File: src/rtl/fs_switch_sequencer.sv
// Sample-rate switch / I2S restart sequencer: mutes and stops I2S, switches the clock mux,
// resets the PLL, waits for a settled lock and restarts I2S.
module fs_switch_sequencer #(
    parameter int SYNC_STAGES    = 2,
    parameter int MUTE_CYCLES    = 256,
    parameter int PLL_RST_CYCLES = 16,
    parameter int SETTLE_CYCLES  = 4096,
    parameter int LOCK_TIMEOUT   = 65536
) (
    input  logic       clk_i,
    input  logic       rst_i,
    input  logic       mcu_ready_i,
    input  logic       fs_sel_i,
    input  logic       i2s_resync_req_i,
    input  logic       pll_locked_i,
    output logic       clk_sel_o,
    output logic       pll_rst_o,
    output logic       mute_o,
    output logic       i2s_en_o,
    output logic       i2s_resync_o,
    output logic       i2s_running_o,
    output logic       fault_o,
    output logic [3:0] state_o
);

    function automatic int max2(input int a, input int b);
        return (a > b) ? a : b;
    endfunction

    localparam int MAX_CYC = max2(max2(MUTE_CYCLES, PLL_RST_CYCLES), max2(SETTLE_CYCLES, LOCK_TIMEOUT));
    localparam int CW      = (MAX_CYC > 2) ? $clog2(MAX_CYC) : 1;

    typedef logic [CW-1:0] cnt_t;

    typedef enum logic [3:0] {
        S_INIT     = 4'd0,
        S_SWITCH   = 4'd1,
        S_PLL_WAIT = 4'd2,
        S_SETTLE   = 4'd3,
        S_START    = 4'd4,
        S_RUN      = 4'd5,
        S_MUTE     = 4'd6,
        S_STOP     = 4'd7,
        S_FAULT    = 4'd8
    } state_t;

    // Each stage carries {mcu_ready, fs_sel, resync_req, pll_locked}.
    logic [3:0] sync_q [SYNC_STAGES];
    logic       mcu_s, fs_s, req_s, lock_s;
    logic       req_d_q;
    logic       resync_edge;

    always_ff @(posedge clk_i or posedge rst_i) begin
        if (rst_i) begin
            for (int i = 0; i < SYNC_STAGES; i++) sync_q[i] <= '0;
            req_d_q <= 1'b0;
        end else begin
            sync_q[0] <= {mcu_ready_i, fs_sel_i, i2s_resync_req_i, pll_locked_i};
            for (int i = 1; i < SYNC_STAGES; i++) sync_q[i] <= sync_q[i-1];
            req_d_q <= req_s;
        end
    end

    assign {mcu_s, fs_s, req_s, lock_s} = sync_q[SYNC_STAGES-1];
    assign resync_edge = req_s & ~req_d_q;

    state_t state_q, state_d;
    cnt_t   cnt_q, cnt_d;
    logic   clk_sel_q, clk_sel_d;
    logic   pll_rst_q, pll_rst_d;
    logic   mute_q, mute_d;
    logic   en_q, en_d;
    logic   resync_q, resync_d;
    logic   running_q, running_d;
    logic   fault_q, fault_d;
    logic   relock_q, relock_d;
    logic   rsflag_q, rsflag_d;
    logic   fs_diff, cnt_zero;

    assign fs_diff  = (fs_s != clk_sel_q);
    assign cnt_zero = (cnt_q == '0);

    always_comb begin
        state_d   = state_q;
        relock_d  = relock_q;
        rsflag_d  = rsflag_q;
        clk_sel_d = clk_sel_q;
        cnt_d     = cnt_q;

        case (state_q)
            S_INIT:     if (mcu_s) state_d = S_SWITCH;
            S_SWITCH:   if (cnt_zero) state_d = S_PLL_WAIT;
            S_PLL_WAIT: begin
                if (fs_diff)       state_d = S_SWITCH;
                else if (lock_s)   state_d = S_SETTLE;
                else if (cnt_zero) state_d = S_FAULT;
            end
            S_SETTLE: begin
                if (fs_diff || !lock_s) state_d = S_SWITCH;
                else if (cnt_zero)      state_d = S_START;
            end
            S_START:    state_d = S_RUN;
            S_RUN: begin
                if (fs_diff || !lock_s) relock_d = 1'b1;
                if (resync_edge)        rsflag_d = 1'b1;
                if (fs_diff || !lock_s || resync_edge || !mcu_s) state_d = S_MUTE;
            end
            S_MUTE:     if (cnt_zero) state_d = S_STOP;
            S_STOP: begin
                // A rate or lock problem always wins over a plain resync request.
                relock_d = 1'b0;
                rsflag_d = 1'b0;
                if (!mcu_s)                          state_d = S_INIT;
                else if (relock_q || fs_diff || !lock_s) state_d = S_SWITCH;
                else if (rsflag_q)                   state_d = S_START;
                else                                 state_d = S_SWITCH;
            end
            S_FAULT: begin
                if (!mcu_s)                      state_d = S_INIT;
                else if (fs_diff || resync_edge) state_d = S_SWITCH;
            end
            default:    state_d = S_INIT;
        endcase

        if (state_d != state_q) begin
            case (state_d)
                S_SWITCH:   cnt_d = cnt_t'(PLL_RST_CYCLES - 1);
                S_PLL_WAIT: cnt_d = cnt_t'(LOCK_TIMEOUT - 1);
                S_SETTLE:   cnt_d = cnt_t'(SETTLE_CYCLES - 1);
                S_MUTE:     cnt_d = cnt_t'(MUTE_CYCLES - 1);
                default:    cnt_d = '0;
            endcase
            if (state_d == S_SWITCH) clk_sel_d = fs_s;
        end else if (!cnt_zero) begin
            cnt_d = cnt_q - cnt_t'(1);
        end

        // Outputs are registered from the next state so they line up with state_o.
        pll_rst_d = state_d inside {S_INIT, S_SWITCH, S_FAULT};
        mute_d    = (state_d != S_RUN);
        en_d      = state_d inside {S_START, S_RUN, S_MUTE};
        resync_d  = (state_d == S_START);
        running_d = (state_d == S_RUN);
        fault_d   = (state_d == S_FAULT);
    end

    always_ff @(posedge clk_i or posedge rst_i) begin
        if (rst_i) begin
            state_q   <= S_INIT;
            cnt_q     <= '0;
            clk_sel_q <= 1'b0;
            pll_rst_q <= 1'b1;
            mute_q    <= 1'b1;
            en_q      <= 1'b0;
            resync_q  <= 1'b0;
            running_q <= 1'b0;
            fault_q   <= 1'b0;
            relock_q  <= 1'b0;
            rsflag_q  <= 1'b0;
        end else begin
            state_q   <= state_d;
            cnt_q     <= cnt_d;
            clk_sel_q <= clk_sel_d;
            pll_rst_q <= pll_rst_d;
            mute_q    <= mute_d;
            en_q      <= en_d;
            resync_q  <= resync_d;
            running_q <= running_d;
            fault_q   <= fault_d;
            relock_q  <= relock_d;
            rsflag_q  <= rsflag_d;
        end
    end

    assign clk_sel_o     = clk_sel_q;
    assign pll_rst_o     = pll_rst_q;
    assign mute_o        = mute_q;
    assign i2s_en_o      = en_q;
    assign i2s_resync_o  = resync_q;
    assign i2s_running_o = running_q;
    assign fault_o       = fault_q;
    assign state_o       = state_q;

endmodule

File: config.mk
export PLATFORM = sky130hd
export DESIGN_NAME = fs_switch_sequencer
export DESIGN_NICKNAME = d
export VERILOG_FILES = /design/src/rtl/fs_switch_sequencer.sv
export SDC_FILE = /design/constraint.sdc
export NUM_CORES = 1
export LEC_CHECK = 0
export CAP_MARGIN = 10
export CORE_UTILIZATION = 40
export DETAILED_ROUTE_END_ITERATION = 16
export PLACE_DENSITY = 0.7
export SLEW_MARGIN = 20
export SYNTH_ARGS = -nofsm -noshare
export SYNTH_HDL_FRONTEND = slang
export SYNTH_SLANG_ARGS = --single-unit
File: constraint.sdc
create_clock -name clk_i -period 5 [get_ports clk_i]
set_clock_uncertainty 0.2 [all_clocks]
set_input_delay 1.25 -clock clk_i [delete_from_list [all_inputs] [get_ports clk_i]]
set_output_delay 1.25 -clock clk_i [all_outputs]
set_load 0.05 [all_outputs]
; Word-level counts from Yosys, hierarchy flattened
; Cells that the tools add are included.
; Widths: inputs -> output; s select.
[classes]
add_sub_neg = 1
n_eq_ne = 21
n_mux = 22
n_bitwise = 2
reduce_logical = 17
[ops]
columns = operator, n
row1 = $pmux 16 s4, 1
row2 = $mux 4, 11
row3 = $pmux 4 s9, 1
row4 = $mux 16, 2
row5 = $eq 4x3->1 const B, 7
row6 = $eq 4x2->1 const B, 4
row7 = $logic_not 16->1, 1
row8 = $sub 16x1->16 const B, 1
row9 = $mux 3, 3
row10 = $eq 4x1->1 const B, 2
row11 = $eq 4x4->1 const B, 2
row12 = $logic_not 4->1, 2
row13 = $logic_or 1x1->1, 6
row14 = $reduce_and 2->1, 3
row15 = $reduce_bool 3->1, 2
row16 = $ne 2x2->1 const B, 2
row17 = $ne 4x3->1 const B, 1
row18 = $ne 4x4->1, 1
row19 = $pmux 1 s2, 2
row20 = $logic_not 1->1, 2
row21 = $mux 1, 2
row22 = $ne 2x1->1 const B, 1
row23 = $reduce_bool 2->1, 1
row24 = $and 1x1->1, 1
row25 = other kinds (2), 2
[totals]
reg_bits = 38
in_bits = 6
out_inout_bits = 11
word_cells = 77

; Depth between registers and ports, before layout
[depth]
depth_word = 9
ltp_mapped = 11
ltp_nobuf = 10

; Worst setup path before layout
; Ideal clock, no wire load.
[synth_timing]
path_type = register to register
startpoint = register cnt_q[0]
endpoint = register clk_sel_q (netlist: clk_sel_o)
setup_ns = 0.128
arrival_ns = 3.124
t_required_ns = 4.672
slack_ns = 1.548
path_stages_with_launch = 11
n_path_buf = 1
synth_period_minus_slack_ns = 3.452
path_cell_list = dfrtp_1 inv_1 ha_1 or4b_1 or4_4 buf_6 or4_4 o21ai_2 nor2_2 a2111oi_4 mux2_1
[synth_between]
elab_chain_len = 7
elab_cells_between_ends = 12
classes_between = eq/ne (2) / mux (8) / reduce/logical (2)
[synth_lines]
columns = item, line_no
row1 = "start, declared", 68  ; cnt_t cnt_q, cnt_d;
row2 = "start signal, assigned", 162  ; cnt_q <= cnt_d;
row3 = $logic_not 16->1 *, 81  ; assign cnt_zero = (cnt_q == '0);
row4 = $mux 4, 96  ; else if (cnt_zero) state_d = S_FAULT;
row5 = $mux 4, 95  ; else if (lock_s) state_d = S_SETTLE;
row6 = $mux 4, 94  ; if (fs_diff) state_d = S_SWITCH;
row7 = $pmux 4 s9 *, 90  ; case (state_q)
row8 = $ne 4x4->1 / $eq 4x1->1 (equally long branches), "125, 133"
row9 = $reduce_and 2->1 (no source line) *, n/a
row10 = "end signal, assigned", 163  ; clk_sel_q <= clk_sel_d;
row11 = "end, declared", 69  ; logic clk_sel_q, clk_sel_d;
; Every way passes the cells marked *; elsewhere a longest branch is shown, timed or not.
; A chain may end at the register's enable or synchronous reset.

; Final worst setup path
[layout_timing]
startpoint = register cnt_q[0]
endpoint = register cnt_q[5]
[layout_between]
elab_chain_len = 8
elab_cells_between_ends = 19
classes_between = add/sub (1) / eq/ne (6) / mux (11) / reduce/logical (1)
[layout_lines]
columns = item, line_no
row1 = $logic_not 16->1, 81
row2 = $mux 4, 96
row3 = $mux 4, 95
row4 = $mux 4, 94
row5 = $pmux 4 s9, 90
row6 = "$eq 4x3->1, or another cell as far along", 126  ; case (state_d)
row7 = $pmux 16 s4, 126
row8 = $mux 16, 125  ; if (state_d != state_q) begin
; Several ways; a longest one is shown, not always the timed one. The select of a mux whose other input is x is not followed.

==> impl_metrics.tcl <==
set metrics [dict create \
    status "finished with violations" \
    violations "design-rule violations" \
    htree_levels 2 \
    synth-seq-cells 38 \
    synthFlopType "dfrtp_1" \
    synth_edf_count 0 \
    largest_register_ffs 16 \
    yosys_warnings 0 \
    min_period_ps 3550 \
    rows 24 \
    cts_tree "built" \
    path_delay_family "simple AND/OR/NAND/NOR gates" \
    wl_um 3770 \
    die_area_mm2 0.00507 \
    timing.critical_path.to_type "register" \
    nets 203 \
    ant_nets 0 \
    synth_seq_area_share 0.498 \
    slowest_delay_ps 630 \
    final-hold-violation-count 0 \
    timing.final.crit_share 0.711 \
    critPathArrivalTime_ps 3490 \
    drv_slew 0 \
    grt_pass1_vias 1341 \
    drtIter0Drc 87 \
    top_register "cnt_q" \
    rsz0062_at_grt "false" \
    start_util 0.428 \
    fmax_mhz 281 \
    p_total_mw 1.43 \
    crit_chain "inv_1 -> ha_1 -> or4b_1 -> or4_4 -> or4_4 -> o21ai_2 -> nor2_2 -> o21ai_0 -> o32ai_1" \
    io_buffers 16 \
    num_io_pins 17 \
    globalplace.congestion 0.870 \
    tightest_slew_ps 744 \
    fillers 395 \
    hp-class "register to register" \
    p_leak_nw 0.979 \
    wire_per_inst_um 15.1 \
    cap_viol_max_count 0 \
    power_density_mw_per_mm2 642 \
    vias_per_cell 5.73 \
    crit_top_cell "or4_4" \
    vias 1426 \
    gr-total-overflow 0 \
    clkSlewWorstSetupHoldPaths_ps 80 \
    clock-sinks 38 \
    startpoint_type "register" \
    syn_inst 180 \
    grt_pass1_wl_um 6340 \
    grt_usage 0.164 \
    antenna_found_initial 0 \
    max_slew_margin 0.500 \
    core-area_mm2 0.00447 \
    grt_max_degree 39 \
    synth.distinct_cells 50 \
    tns_ps 0 \
    drive_gt1_frac 0.132 \
    crit_fanout 7 \
    cts_setup_buffers 0 \
    cts_root_buf "clkbuf_8" \
    hpwl_um 2530 \
    drc_errors 1 \
    num_antenna_cells 0 \
    path_class "register to register" \
    areaGrowthSynthToFinish_pct 16.7 \
    post_cts_resized 0 \
    setup_viol 0 \
    syn_area_mm2 0.00192 \
    die_h_um 71.2 \
    ir_worst_vdd_v 0.000356 \
    fp.dieW_um 71.2 \
    synth_nets 187 \
    firstDrtPassIters 10 \
    crit_path_top_delay_cell "or4_4" \
    syn_avg_cell_area_um2 10.6 \
    cts_buffers 5 \
    synth-async-reset-ratio 1.00 \
    clockBufferDepth 2 \
    required_ps 4940 \
    holdBufCountCts 0 \
    clock_latency_ps 300 \
    cp.buffers_inverters 1 \
]
-- placed cells by master (no fill, tap or decap), types with 3 or more instances in the layout --
cell type,netlist,routed
inv_1,9,9
or3_1,3,3
a31oi_1,4,4
nor3_1,6,6
xnor2_1,13,13
a21oi_1,3,3
nand2_1,12,12
o32ai_1,10,10
nand3_1,5,5
clkdlybuf4s50_1,0,16
nor2_1,18,18
mux2i_1,3,3
o21ai_0,3,3
a31o_2,3,3
clkbuf_8,0,5
o32a_1,3,3
dfrtp_1,36,36
-- path summary, 6_finish.rpt --
path                                 startpoint                   end  slack (ps)  cells after the start
setup / recovery           cnt_q[0]$_DFFE_PP0P_  cnt_q[5]$_DFFE_PP0P_        1450                      9
hold / removal              sync_q[7]$_DFF_PP0_       mcu_s$_DFF_PP0_         150                      0
setup reg to reg           cnt_q[0]$_DFFE_PP0P_  cnt_q[5]$_DFFE_PP0P_        1450                      9
hold reg to reg             sync_q[7]$_DFF_PP0_       mcu_s$_DFF_PP0_         150                      0
max in group asynchronous                 rst_i      mute_o$_DFF_PP1_        3110                      3
min in group asynchronous                 rst_i  cnt_q[7]$_DFFE_PP0P_        1150                      3
-- synthesized netlist by cell type, drive strengths merged (2+ instances only) --
master  count  area [um^2]
dfrtp      36          901
nor2       19         73.8
xnor2      13          114
nand2      12         45.0
o32ai      10         87.6
inv         9         33.8
nor3        7         40.0
o21ai       6         37.5
buf         5         40.0
nand3       5         25.0
a31oi       4         25.0
or4         4         37.5
a21oi       3         15.0
a31o        3         26.3
clkbuf      3         11.3
mux2i       3         30.0
o32a        3         30.0
or3         3         18.8
or4b        3         30.0
a21o        2         15.0
and2        2         15.0
dfstp       2         52.6
nand2b      2         12.5
nor2b       2         12.5
nor4        2         12.5
xor2        2         17.5
-- worst reg2reg max path, cell delays in order (launching register included) --
cell,delay [ps]
dfrtp_1,400
inv_1,70
ha_1,190
or4b_1,550
or4_4,630
or4_4,500
o21ai_2,110
nor2_2,90
o21ai_0,480
o32ai_1,180
-- routing by layer --
| layer | vias up | routed length, um | GRT usage |
|---|---|---|---|
| li1 | 685 | - | - |
| met1 | 695 | 1810 | 0.222 |
| met2 | 41 | 1700 | 0.244 |
| met3 | 5 | 186 | 0.0456 |
| met4 | 0 | 72 | 0.0800 |
| met5 | - | 0 | 0 |
-- cells by family after synthesis --
family / after synthesis / share of synthesized area
compound gates: 38 / 0.170
xor+xnor: 15 / 0.0686
fa+ha+maj: 1 / 0.00653
buf+inv: 18 / 0.0464
flops: 38 / 0.498
mux: 4 / 0.0216
simple gates: 66 / 0.189
-- area by class of cell --
| class | instances | area, um^2 | share of cell area |
|---|---|---|---|
| repair buffers | 17 | 168 | 0.0750 |
| clock buffers | 5 | 68.8 | 0.0308 |
| inverters | 10 | 37.5 | 0.0168 |
| multi-input cells | 124 | 873 | 0.391 |
| flip-flops and latches | 38 | 953 | 0.427 |
| well taps | 52 | 65.1 | 0.0291 |
| clock inverters | 3 | 68.8 | 0.0308 |
-- per-stage QoR --
stage          setup WS, ps  utilization  std cells  hold slack, ps  area [um^2]
3_5_place_dp           1480        0.469        241             137         2100
3_3_place_gp           1550        0.469        241             133         2100
4_1_cts                1450        0.499        249             156         2230
5_1_grt                1300        0.499        249             170         2230
2_1_floorplan          1550            -        180             131         1920
6_report               1450        0.499        249             153         2230
-- power breakdown --
group          leakage [nW]  switching, mW  internal [mW]
clock                0.0683          0.113          0.200
combinational         0.427          0.386          0.264
sequential            0.484         0.0809          0.391
Note: power is estimated with default switching activity, not from simulation.
